## config.mk

```make
export PLATFORM = sky130hd
export DESIGN_NAME = ro_pair_counter
export DESIGN_NICKNAME = d
export VERILOG_FILES = /design/src/rtl/ro_pair_counter.sv
export SDC_FILE = /design/constraint.sdc
export NUM_CORES = 1
export LEC_CHECK = 0
export ABC_CLOCK_PERIOD_IN_PS = 4390
export CORE_MARGIN = 3
export CORE_UTILIZATION = 25
export CTS_CLUSTER_DIAMETER = 200
export DETAILED_ROUTE_END_ITERATION = 7
export SLEW_MARGIN = 0
export SYNTH_ARGS = -nofsm -noshare
export SYNTH_HDL_FRONTEND = slang
export SYNTH_SLANG_ARGS = --single-unit
```

## constraint.sdc

```tcl
create_clock -name clk -period 4.39 [get_ports clk]
set_clock_uncertainty 0.2 [all_clocks]
set_input_delay 1.317 -clock clk [delete_from_list [all_inputs] [get_ports clk]]
set_output_delay 1.317 -clock clk [all_outputs]
set_load 0.05 [all_outputs]
```

## src/rtl/ro_pair_counter.sv

```systemverilog
// Purpose : counts rising edges of two asynchronous ring-oscillator outputs over a
//           programmable clk-cycle window and compares them into one PUF response bit.
// Latency : done pulses SYNC_STAGES+2+window cycles after the cycle in which start is accepted.
// Backpr. : none; start is accepted only in IDLE, and is ignored while busy and in the done cycle.
//
// Ports:
//   clk, rst_n        system clock, synchronous active-low reset
//   ro_a, ro_b        ring-oscillator outputs (asynchronous to clk)
//   start, window     one-cycle measurement request, window length in clk cycles
//   busy, done        measurement in progress, one-cycle results-valid pulse
//   count_a, count_b  edge counts of the last completed measurement
//   resp, tie, ovf    count_a > count_b, count_a == count_b, a counter overflowed
//
// Build option: define ROCNT_SAT_EN to make the counters saturate at all-ones instead of wrapping.
// SYNC_STAGES must be in the range 2..4.

module ro_pair_counter #(
  parameter int CNT_W       = 16,
  parameter int WIN_W       = 16,
  parameter int SYNC_STAGES = 2
) (
  input  logic             clk,
  input  logic             rst_n,
  input  logic             ro_a,
  input  logic             ro_b,
  input  logic             start,
  input  logic [WIN_W-1:0] window,
  output logic             busy,
  output logic             done,
  output logic [CNT_W-1:0] count_a,
  output logic [CNT_W-1:0] count_b,
  output logic             resp,
  output logic             tie,
  output logic             ovf
);

  localparam logic [1:0] S_IDLE   = 2'd0;
  localparam logic [1:0] S_SETTLE = 2'd1;
  localparam logic [1:0] S_COUNT  = 2'd2;
  localparam logic [1:0] S_DONE   = 2'd3;

  localparam logic [2:0]       SETTLE_LAST = 3'(SYNC_STAGES);
  localparam logic [2:0]       SETTLE_ONE  = 3'd1;
  localparam logic [WIN_W-1:0] WIN_ONE     = WIN_W'(1);
  localparam logic [CNT_W-1:0] CNT_ONE     = CNT_W'(1);

  logic [1:0]             state, state_nxt;
  logic [2:0]             settle_cnt;
  logic [WIN_W-1:0]       win_reg;
  logic [SYNC_STAGES-1:0] sync_a, sync_b;
  logic                   hist_a, hist_b;
  logic                   edge_a, edge_b;
  logic [CNT_W-1:0]       cnt_a, cnt_b, cnt_a_nxt, cnt_b_nxt;
  logic                   ovf_int, ovf_nxt;

  // Synchroniser chains plus one history flop; an edge is a 0->1 step at the chain output.
  always_ff @(posedge clk) begin
    if (!rst_n) begin
      sync_a <= '0;
      sync_b <= '0;
      hist_a <= 1'b0;
      hist_b <= 1'b0;
    end else begin
      sync_a <= {sync_a[SYNC_STAGES-2:0], ro_a};
      sync_b <= {sync_b[SYNC_STAGES-2:0], ro_b};
      hist_a <= sync_a[SYNC_STAGES-1];
      hist_b <= sync_b[SYNC_STAGES-1];
    end
  end

  assign edge_a = sync_a[SYNC_STAGES-1] & ~hist_a;
  assign edge_b = sync_b[SYNC_STAGES-1] & ~hist_b;

  // win_reg is loaded with the window on start and then counts down the COUNT cycles.
  always_comb begin
    state_nxt = state;
    case (state)
      S_IDLE:   if (start) state_nxt = S_SETTLE;
      S_SETTLE: if (settle_cnt == SETTLE_LAST)
                  state_nxt = (win_reg == '0) ? S_DONE : S_COUNT;
      S_COUNT:  if (win_reg == WIN_ONE) state_nxt = S_DONE;
      S_DONE:   state_nxt = S_IDLE;
      default:  state_nxt = S_IDLE;
    endcase
  end

  // Edge counters. Overflow is an edge arriving while a counter is already all-ones;
  // only the increment differs between the wrapping and saturating builds.
  always_comb begin
    cnt_a_nxt = cnt_a;
    cnt_b_nxt = cnt_b;
    ovf_nxt   = ovf_int;
    if (state == S_IDLE && start) begin
      cnt_a_nxt = '0;
      cnt_b_nxt = '0;
      ovf_nxt   = 1'b0;
    end else if (state == S_COUNT) begin
      if (edge_a) begin
        if (cnt_a == '1) ovf_nxt = 1'b1;
`ifdef ROCNT_SAT_EN
        if (cnt_a != '1) cnt_a_nxt = cnt_a + CNT_ONE;
`else
        cnt_a_nxt = cnt_a + CNT_ONE;
`endif
      end
      if (edge_b) begin
        if (cnt_b == '1) ovf_nxt = 1'b1;
`ifdef ROCNT_SAT_EN
        if (cnt_b != '1) cnt_b_nxt = cnt_b + CNT_ONE;
`else
        cnt_b_nxt = cnt_b + CNT_ONE;
`endif
      end
    end
  end

  always_ff @(posedge clk) begin
    if (!rst_n) begin
      state      <= S_IDLE;
      settle_cnt <= '0;
      win_reg    <= '0;
      cnt_a      <= '0;
      cnt_b      <= '0;
      ovf_int    <= 1'b0;
      count_a    <= '0;
      count_b    <= '0;
      resp       <= 1'b0;
      tie        <= 1'b0;
      ovf        <= 1'b0;
    end else begin
      state   <= state_nxt;
      cnt_a   <= cnt_a_nxt;
      cnt_b   <= cnt_b_nxt;
      ovf_int <= ovf_nxt;
      case (state)
        S_IDLE: if (start) begin
          win_reg    <= window;
          settle_cnt <= '0;
        end
        S_SETTLE: settle_cnt <= settle_cnt + SETTLE_ONE;
        S_COUNT:  win_reg    <= win_reg - WIN_ONE;
        default:  ;
      endcase
      // Results are captured on entry to DONE from the next-count values, so the
      // last COUNT cycle's edges are included and the outputs are valid with done.
      if (state_nxt == S_DONE) begin
        count_a <= cnt_a_nxt;
        count_b <= cnt_b_nxt;
        resp    <= (cnt_a_nxt > cnt_b_nxt);
        tie     <= (cnt_a_nxt == cnt_b_nxt);
        ovf     <= ovf_nxt;
      end
    end
  end

  assign busy = (state == S_SETTLE) || (state == S_COUNT);
  assign done = (state == S_DONE);

endmodule

```

==> results.json, run 1 <==
{
  "tightestPinTransition_ps": 951,
  "comb_power_share_pct": 10.5,
  "numCtsBuffers": 9,
  "synth_edf_count": 0,
  "hold_path.startpoint": "sync_a[0]",
  "viasPerCell": 4.81,
  "max-cap-violations": 0,
  "r2r_start": "state[0]",
  "wl_met3_um": 415,
  "dpl.hpwl_um": 10100,
  "most-common-layout-cells": "95 x dfxtp_1, 61 x nand2_1, 57 x nor2_1",
  "holdCritPathClass": "reg -> reg",
  "crit_path_end_kind": "register",
  "intPower_w": 0.00147,
  "rsz0062_at_grt": "false",
  "ant_nets": 0,
  "final_area_sq_mm": 0.00619,
  "finalWeightedCongestion": 0.897,
  "first_pass_iters": 4,
  "drc_errors": 0,
  "worstPathArrival_ps": 3920,
  "p_seq_share_pct": 46.1,
  "io_pins": 58,
  "tns_ps": 0,
  "hold_viol": 0,
  "first_global_vias": 4331,
  "start_util_pct": 25.6,
  "syn_area_per_cell_sq_um": 8.41,
  "netlist_instances": 596,
  "ir_drop_uv": 203,
  "syn-num-nets": 645,
  "path_clk_slew_ps": 60,
  "ys_seq_area_share_pct": 37.9,
  "fin_nets": 695,
  "crit_fanout": 32,
  "area_growth_pct": 23.5,
  "fp.coreArea_sq_mm": 0.0196,
  "num_antenna_cells": 0,
  "cts_htree_levels": 3,
  "final_layout_size_suffix_gt1_share_pct": 8.92,
  "ys_warn_count": 0,
  "pwr_density_cell_mw_per_mm2": 314,
  "cts_hold_buf": 0,
  "synth_area_leaders": "dfxtp_1 38%, ha_1 7.0%, nand2_1 4.6%",
  "switching_share_pct": 24.5,
  "clock_latency_ps": 350,
  "syn_area_sq_mm": 0.00501,
  "synth_async_sr_flop_share_pct": 0,
  "clock.fmax_mhz": 257,
  "p_sw_w": 0.000477,
  "min_to": "sync_a[1]",
  "rows": 51,
  "grt_pass1_wl_um": 22800,
  "crit_required_ps": 4420,
  "met1Wirelength_um": 6960,
  "status": "complete, no violations",
  "grt_max_degree": 42,
  "grt-ovfl-total": 0,
  "track_usage_pct": 13.0,
  "dieWidth_um": 148,
  "setup_violations": 0,
  "pwr-share-clk_pct": 43.4,
  "wl_um": 13900,
  "yosysTopAreaCell": "dfxtp_1",
  "drt_iter0_drc": 212,
  "final_common_cell": "dfxtp_1",
  "dieArea_sq_mm": 0.0218,
  "cts_resized": 0,
  "fin_crit_sh_pct": 88.7,
  "reg2reg_setup_slack_ps": 500,
  "grt_antenna_before_repair": 0,
  "crit_type": "reg -> reg",
  "min_path_cells": 1,
  "nFillCells": 2046,
  "port_buffers": 57,
  "fin_crit_ps": 3890,
  "vias": 4405,
  "start_kind": "register",
  "die-height_um": 148,
  "r2r_cells": 14,
  "top_layer_used": "met4",
  "drv_slew": 0,
  "cts_max_path_buffers": 2,
  "wl_met2_um": 6120,
  "timing.rr.end": "resp",
  "cts_tree": "done",
  "route.detailed.wl_per_inst_um": 15.2,
  "root_buffer": "clkbuf_16",
  "postCtsSetupBuffers": 0,
  "netlist-cell-type-count": 59,
  "synth_top_area_share_pct": 37.9,
  "ys.flop_type": "dfxtp_1",
  "maxSlewHeadroom_pct": 36.6,
  "p_leak_nw": 2.37,
  "placed_cell_area_sq_mm": 0.00588,
  "cts.sinks": 95,
  "ys_ff_latch": 95,
  "hold_ws_ps": 251
}
## cell families after synthesis
group,after synthesis,share of synthesized area (%)
AO/OA/AOI/OAI,125,17.4
XOR/XNOR,19,3.32
adder cells (fa/ha/maj),28,6.99
buffers and inverters,62,4.97
flip-flops,95,37.9
multiplexers,25,5.07
AND/OR/NAND/NOR,242,24.3
## cell type report
type                    instances  area (sq um)  share of cell area, %
clock inverters                 4          70.1                   1.13
multi-input cells             439          2860                   46.2
flip-flops and latches         95          1900                   30.7
well taps                     265           332                   5.35
clock buffers                  11           243                   3.92
inverters                      30           113                   1.82
repair buffers                 71           671                   10.8
## synth_stat cells (4+ instances only)
cell type  count
o31ai_1        4
o21ai_0       26
or2_2          6
xor2_1         6
a31oi_1        4
o21a_1         6
inv_1         28
o211ai_1      11
nand3_1       24
and2_1        15
nor2_1        57
nor4_1        23
ha_1          28
a31o_2         7
buf_1          7
dfxtp_1       95
mux2i_1       22
a21oi_1       32
xnor2_1       13
clkbuf_1      22
nand2_1       61
nand2b_1       4
nor3_1        14
o41ai_2        4
nand4_1       14
## power by group through the flow
| stage | clock network [W] | registers [W] | logic [W] |
|---|---|---|---|
| 3_3_place_gp | 0 | 0.000915 | 0.000201 |
| 2_1_floorplan | 0 | 0.000910 | 0.000141 |
| 3_5_place_dp | 0 | 0.000915 | 0.000203 |
| 4_1_cts | 0.000863 | 0.000896 | 0.000204 |
| 5_1_grt | 0.000904 | 0.000898 | 0.000226 |
| 6_report | 0.000844 | 0.000896 | 0.000203 |
## how the worst max path moves through the flow
stage	start	end	slack, ps	depth (start not counted)
2_1_floorplan	start	resp	840	11
3_3_place_gp	start	tie	330	10
3_5_place_dp	start	tie	250	10
4_1_cts	state[0]	resp	510	14
5_1_grt	state[0]	tie	210	13
6_report	state[0]	resp	500	14
## layer usage
metal | up-vias | track usage [%]
met2 | 70 | 20.1
met4 | 0 | 5.73
met3 | 21 | 2.24
met5 | - | 0
li1 | 2248 | -
met1 | 2066 | 17.8
## worst max-delay path, cell delays in order (launching register included)
cell	delay (ps)
dfxtp_1	370
inv_1	170
ha_1	290
buf_4	370
and4b_1	390
nand2_1	80
nor4_1	330
xnor2_1	220
or2_2	320
ha_1	180
a211o_1	290
a21oi_1	170
o21ai_0	100
nor3_1	200
o31ai_2	90
## per-stage QoR
stage / instances / worst slack, ps / total power (W) / util [%]
after floorplan: 596 / 836 / 0.00105 / -
after global placement: 900 / 331 / 0.00112 / 30.0
after detailed placement: 900 / 251 / 0.00112 / 30.0
after CTS: 915 / 512 / 0.00196 / 31.6
after global routing: 915 / 209 / 0.00203 / 31.6
final: 915 / 498 / 0.00194 / 31.6
Power figures use the tool's default switching activity.
==> run 2, diff against run 1 <==
--- a/config.mk
+++ b/config.mk
@@ -7,9 +7,10 @@
 export LEC_CHECK = 0
 export ABC_CLOCK_PERIOD_IN_PS = 4390
 export CORE_MARGIN = 3
-export CORE_UTILIZATION = 25
+export CORE_UTILIZATION = 56
 export CTS_CLUSTER_DIAMETER = 200
 export DETAILED_ROUTE_END_ITERATION = 7
+export PLACE_DENSITY = 0.8
 export SLEW_MARGIN = 0
 export SYNTH_ARGS = -nofsm -noshare
 export SYNTH_HDL_FRONTEND = slang
==> results.json, run 2 (synthesis gave the netlist of run 1 again) <==
{
  "dieArea_sq_mm": 0.0101,
  "power_w": 0.00161,
  "top_layer_used": "met4",
  "most-common-layout-cells": "95 x dfxtp_1, 61 x nand2_1, 57 x nor2_1",
  "first_global_vias": 4414,
  "r2r_cells": 13,
  "start_kind": "register",
  "multi_input_area_sq_mm": 0.00286,
  "switching_share_pct": 27.9,
  "intPower_w": 0.00116,
  "path_cells": "inv_1 > ha_1 > nand3b_1 > or2_2 > nor4_1 > mux2i_1 > inv_1 > ha_1 > a211o_1 > a21oi_1 > o21ai_0 > nor3_1 > o31ai_2",
  "maxSlewHeadroom_pct": 40.9,
  "p_leak_nw": 2.32,
  "p_seq_share_pct": 55.6,
  "io_pins": 58,
  "numCtsBuffers": 9,
  "finalWeightedCongestion": 0.923,
  "worstPathArrival_ps": 3890,
  "cts_tree": "done",
  "timing.rr.end": "resp",
  "pwr-share-clk_pct": 31.5,
  "crit_path_end_kind": "register",
  "r2r_start": "state[0]",
  "min_path_cells": 1,
  "clock.fmax_mhz": 259,
  "slowest_stage": "nor4_1",
  "seqCellArea_sq_mm": 0.00190,
  "tightestPinTransition_ps": 887,
  "cts.sinks": 95,
  "grt_antenna_before_repair": 0,
  "pwr_density_cell_mw_per_mm2": 273,
  "viasPerCell": 5.93,
  "ir_drop_uv": 193,
  "track_usage_pct": 26.4,
  "fp.coreArea_sq_mm": 0.00846,
  "wl_met2_um": 5840,
  "setup_violations": 0,
  "cts_resized": 0,
  "reg2reg_setup_slack_ps": 530,
  "area_growth_pct": 17.5,
  "drv_slew": 0,
  "grt_pass1_wl_um": 21500,
  "die-height_um": 101,
  "cts_hold_buf": 0,
  "fin_nets": 701,
  "fin_crit_sh_pct": 87.8,
  "route.detailed.wl_per_inst_um": 17.0,
  "cts_htree_levels": 3,
  "hold_path.startpoint": "sync_a[0]",
  "tns_ps": 0,
  "placed_cell_area_sq_mm": 0.00572,
  "fin_crit_ps": 3860,
  "hold_viol": 0,
  "drt_iter0_drc": 254,
  "p_sw_w": 0.000450,
  "ant_nets": 0,
  "comb_power_share_pct": 12.9,
  "crit_type": "reg -> reg",
  "dpl.hpwl_um": 9540,
  "first_pass_iters": 5,
  "root_buffer": "clkbuf_8",
  "cts_max_path_buffers": 2,
  "wl_met3_um": 792,
  "grt-ovfl-total": 0,
  "final_common_cell": "dfxtp_1",
  "holdCritPathClass": "reg -> reg",
  "hold_ws_ps": 246,
  "dieWidth_um": 101,
  "start_util_pct": 59.2,
  "crit_fanout": 6,
  "met1Wirelength_um": 6190,
  "grt_max_degree": 55,
  "final_area_sq_mm": 0.00589,
  "drc_errors": 0,
  "wl_um": 12900,
  "clock_latency_ps": 360,
  "min_to": "sync_a[1]",
  "num_antenna_cells": 0,
  "rsz0062_at_grt": "false",
  "nFillCells": 693,
  "status": "complete, no violations",
  "path_clk_slew_ps": 90,
  "final_layout_size_suffix_gt1_share_pct": 9.89,
  "crit_required_ps": 4430,
  "slowest_delay_ps": 550,
  "postCtsSetupBuffers": 0,
  "rows": 33,
  "max-cap-violations": 0,
  "vias": 4522,
  "port_buffers": 57
}
run 2: worst max path at each step:
stage | slack (ps) | start | depth (start not counted) | to
finish | 530 | state[0] | 13 | resp
global route | 160 | state[0] | 13 | resp
CTS | 570 | state[0] | 13 | resp
detailed placement | 300 | start | 9 | tie
global placement | 340 | start | 11 | resp
floorplan | 840 | start | 11 | resp
run 2: critical path: cells and delay by family (launching register included):
family | cells | cell delay, ps
fa+ha+maj | 2 | 580
simple gates | 4 | 1410
compound gates | 4 | 650
mux | 1 | 300
flops | 1 | 380
buf+inv | 2 | 220
run 2: per-stage QoR:
| stage | setup WS [ps] | util, % | instances |
|---|---|---|---|
| floorplan | 836 | - | 596 |
| global placement | 344 | 67.6 | 746 |
| detailed placement | 297 | 67.6 | 746 |
| CTS | 573 | 69.6 | 762 |
| global route | 165 | 69.6 | 762 |
| finish | 534 | 69.6 | 762 |
run 2: area by class of cell:
type | count | share of cell area, %
Tap cell | 105 | 2.23
Timing Repair Buffer | 77 | 12.2
Inverter | 30 | 1.91
Multi-Input combinational cell | 439 | 48.6
Clock inverter | 6 | 0.637
Sequential cell | 95 | 32.3
Clock buffer | 10 | 2.17
run 2: power by group through the flow:
| stage | combinational, W | sequential, W | clock [W] |
|---|---|---|---|
| 6_report | 0.000208 | 0.000896 | 0.000507 |
| 5_1_grt | 0.000228 | 0.000898 | 0.000550 |
| 4_1_cts | 0.000206 | 0.000895 | 0.000511 |
| 3_3_place_gp | 0.000197 | 0.000914 | 0 |
| 3_5_place_dp | 0.000205 | 0.000915 | 0 |
| 2_1_floorplan | 0.000141 | 0.000910 | 0 |
run 2: routing by layer:
layer,GRT usage (%),vias up
met3,5.88,16
li1,-,2251
met5,0,-
met4,5.39,0
met1,37.5,2112
met2,41.3,143
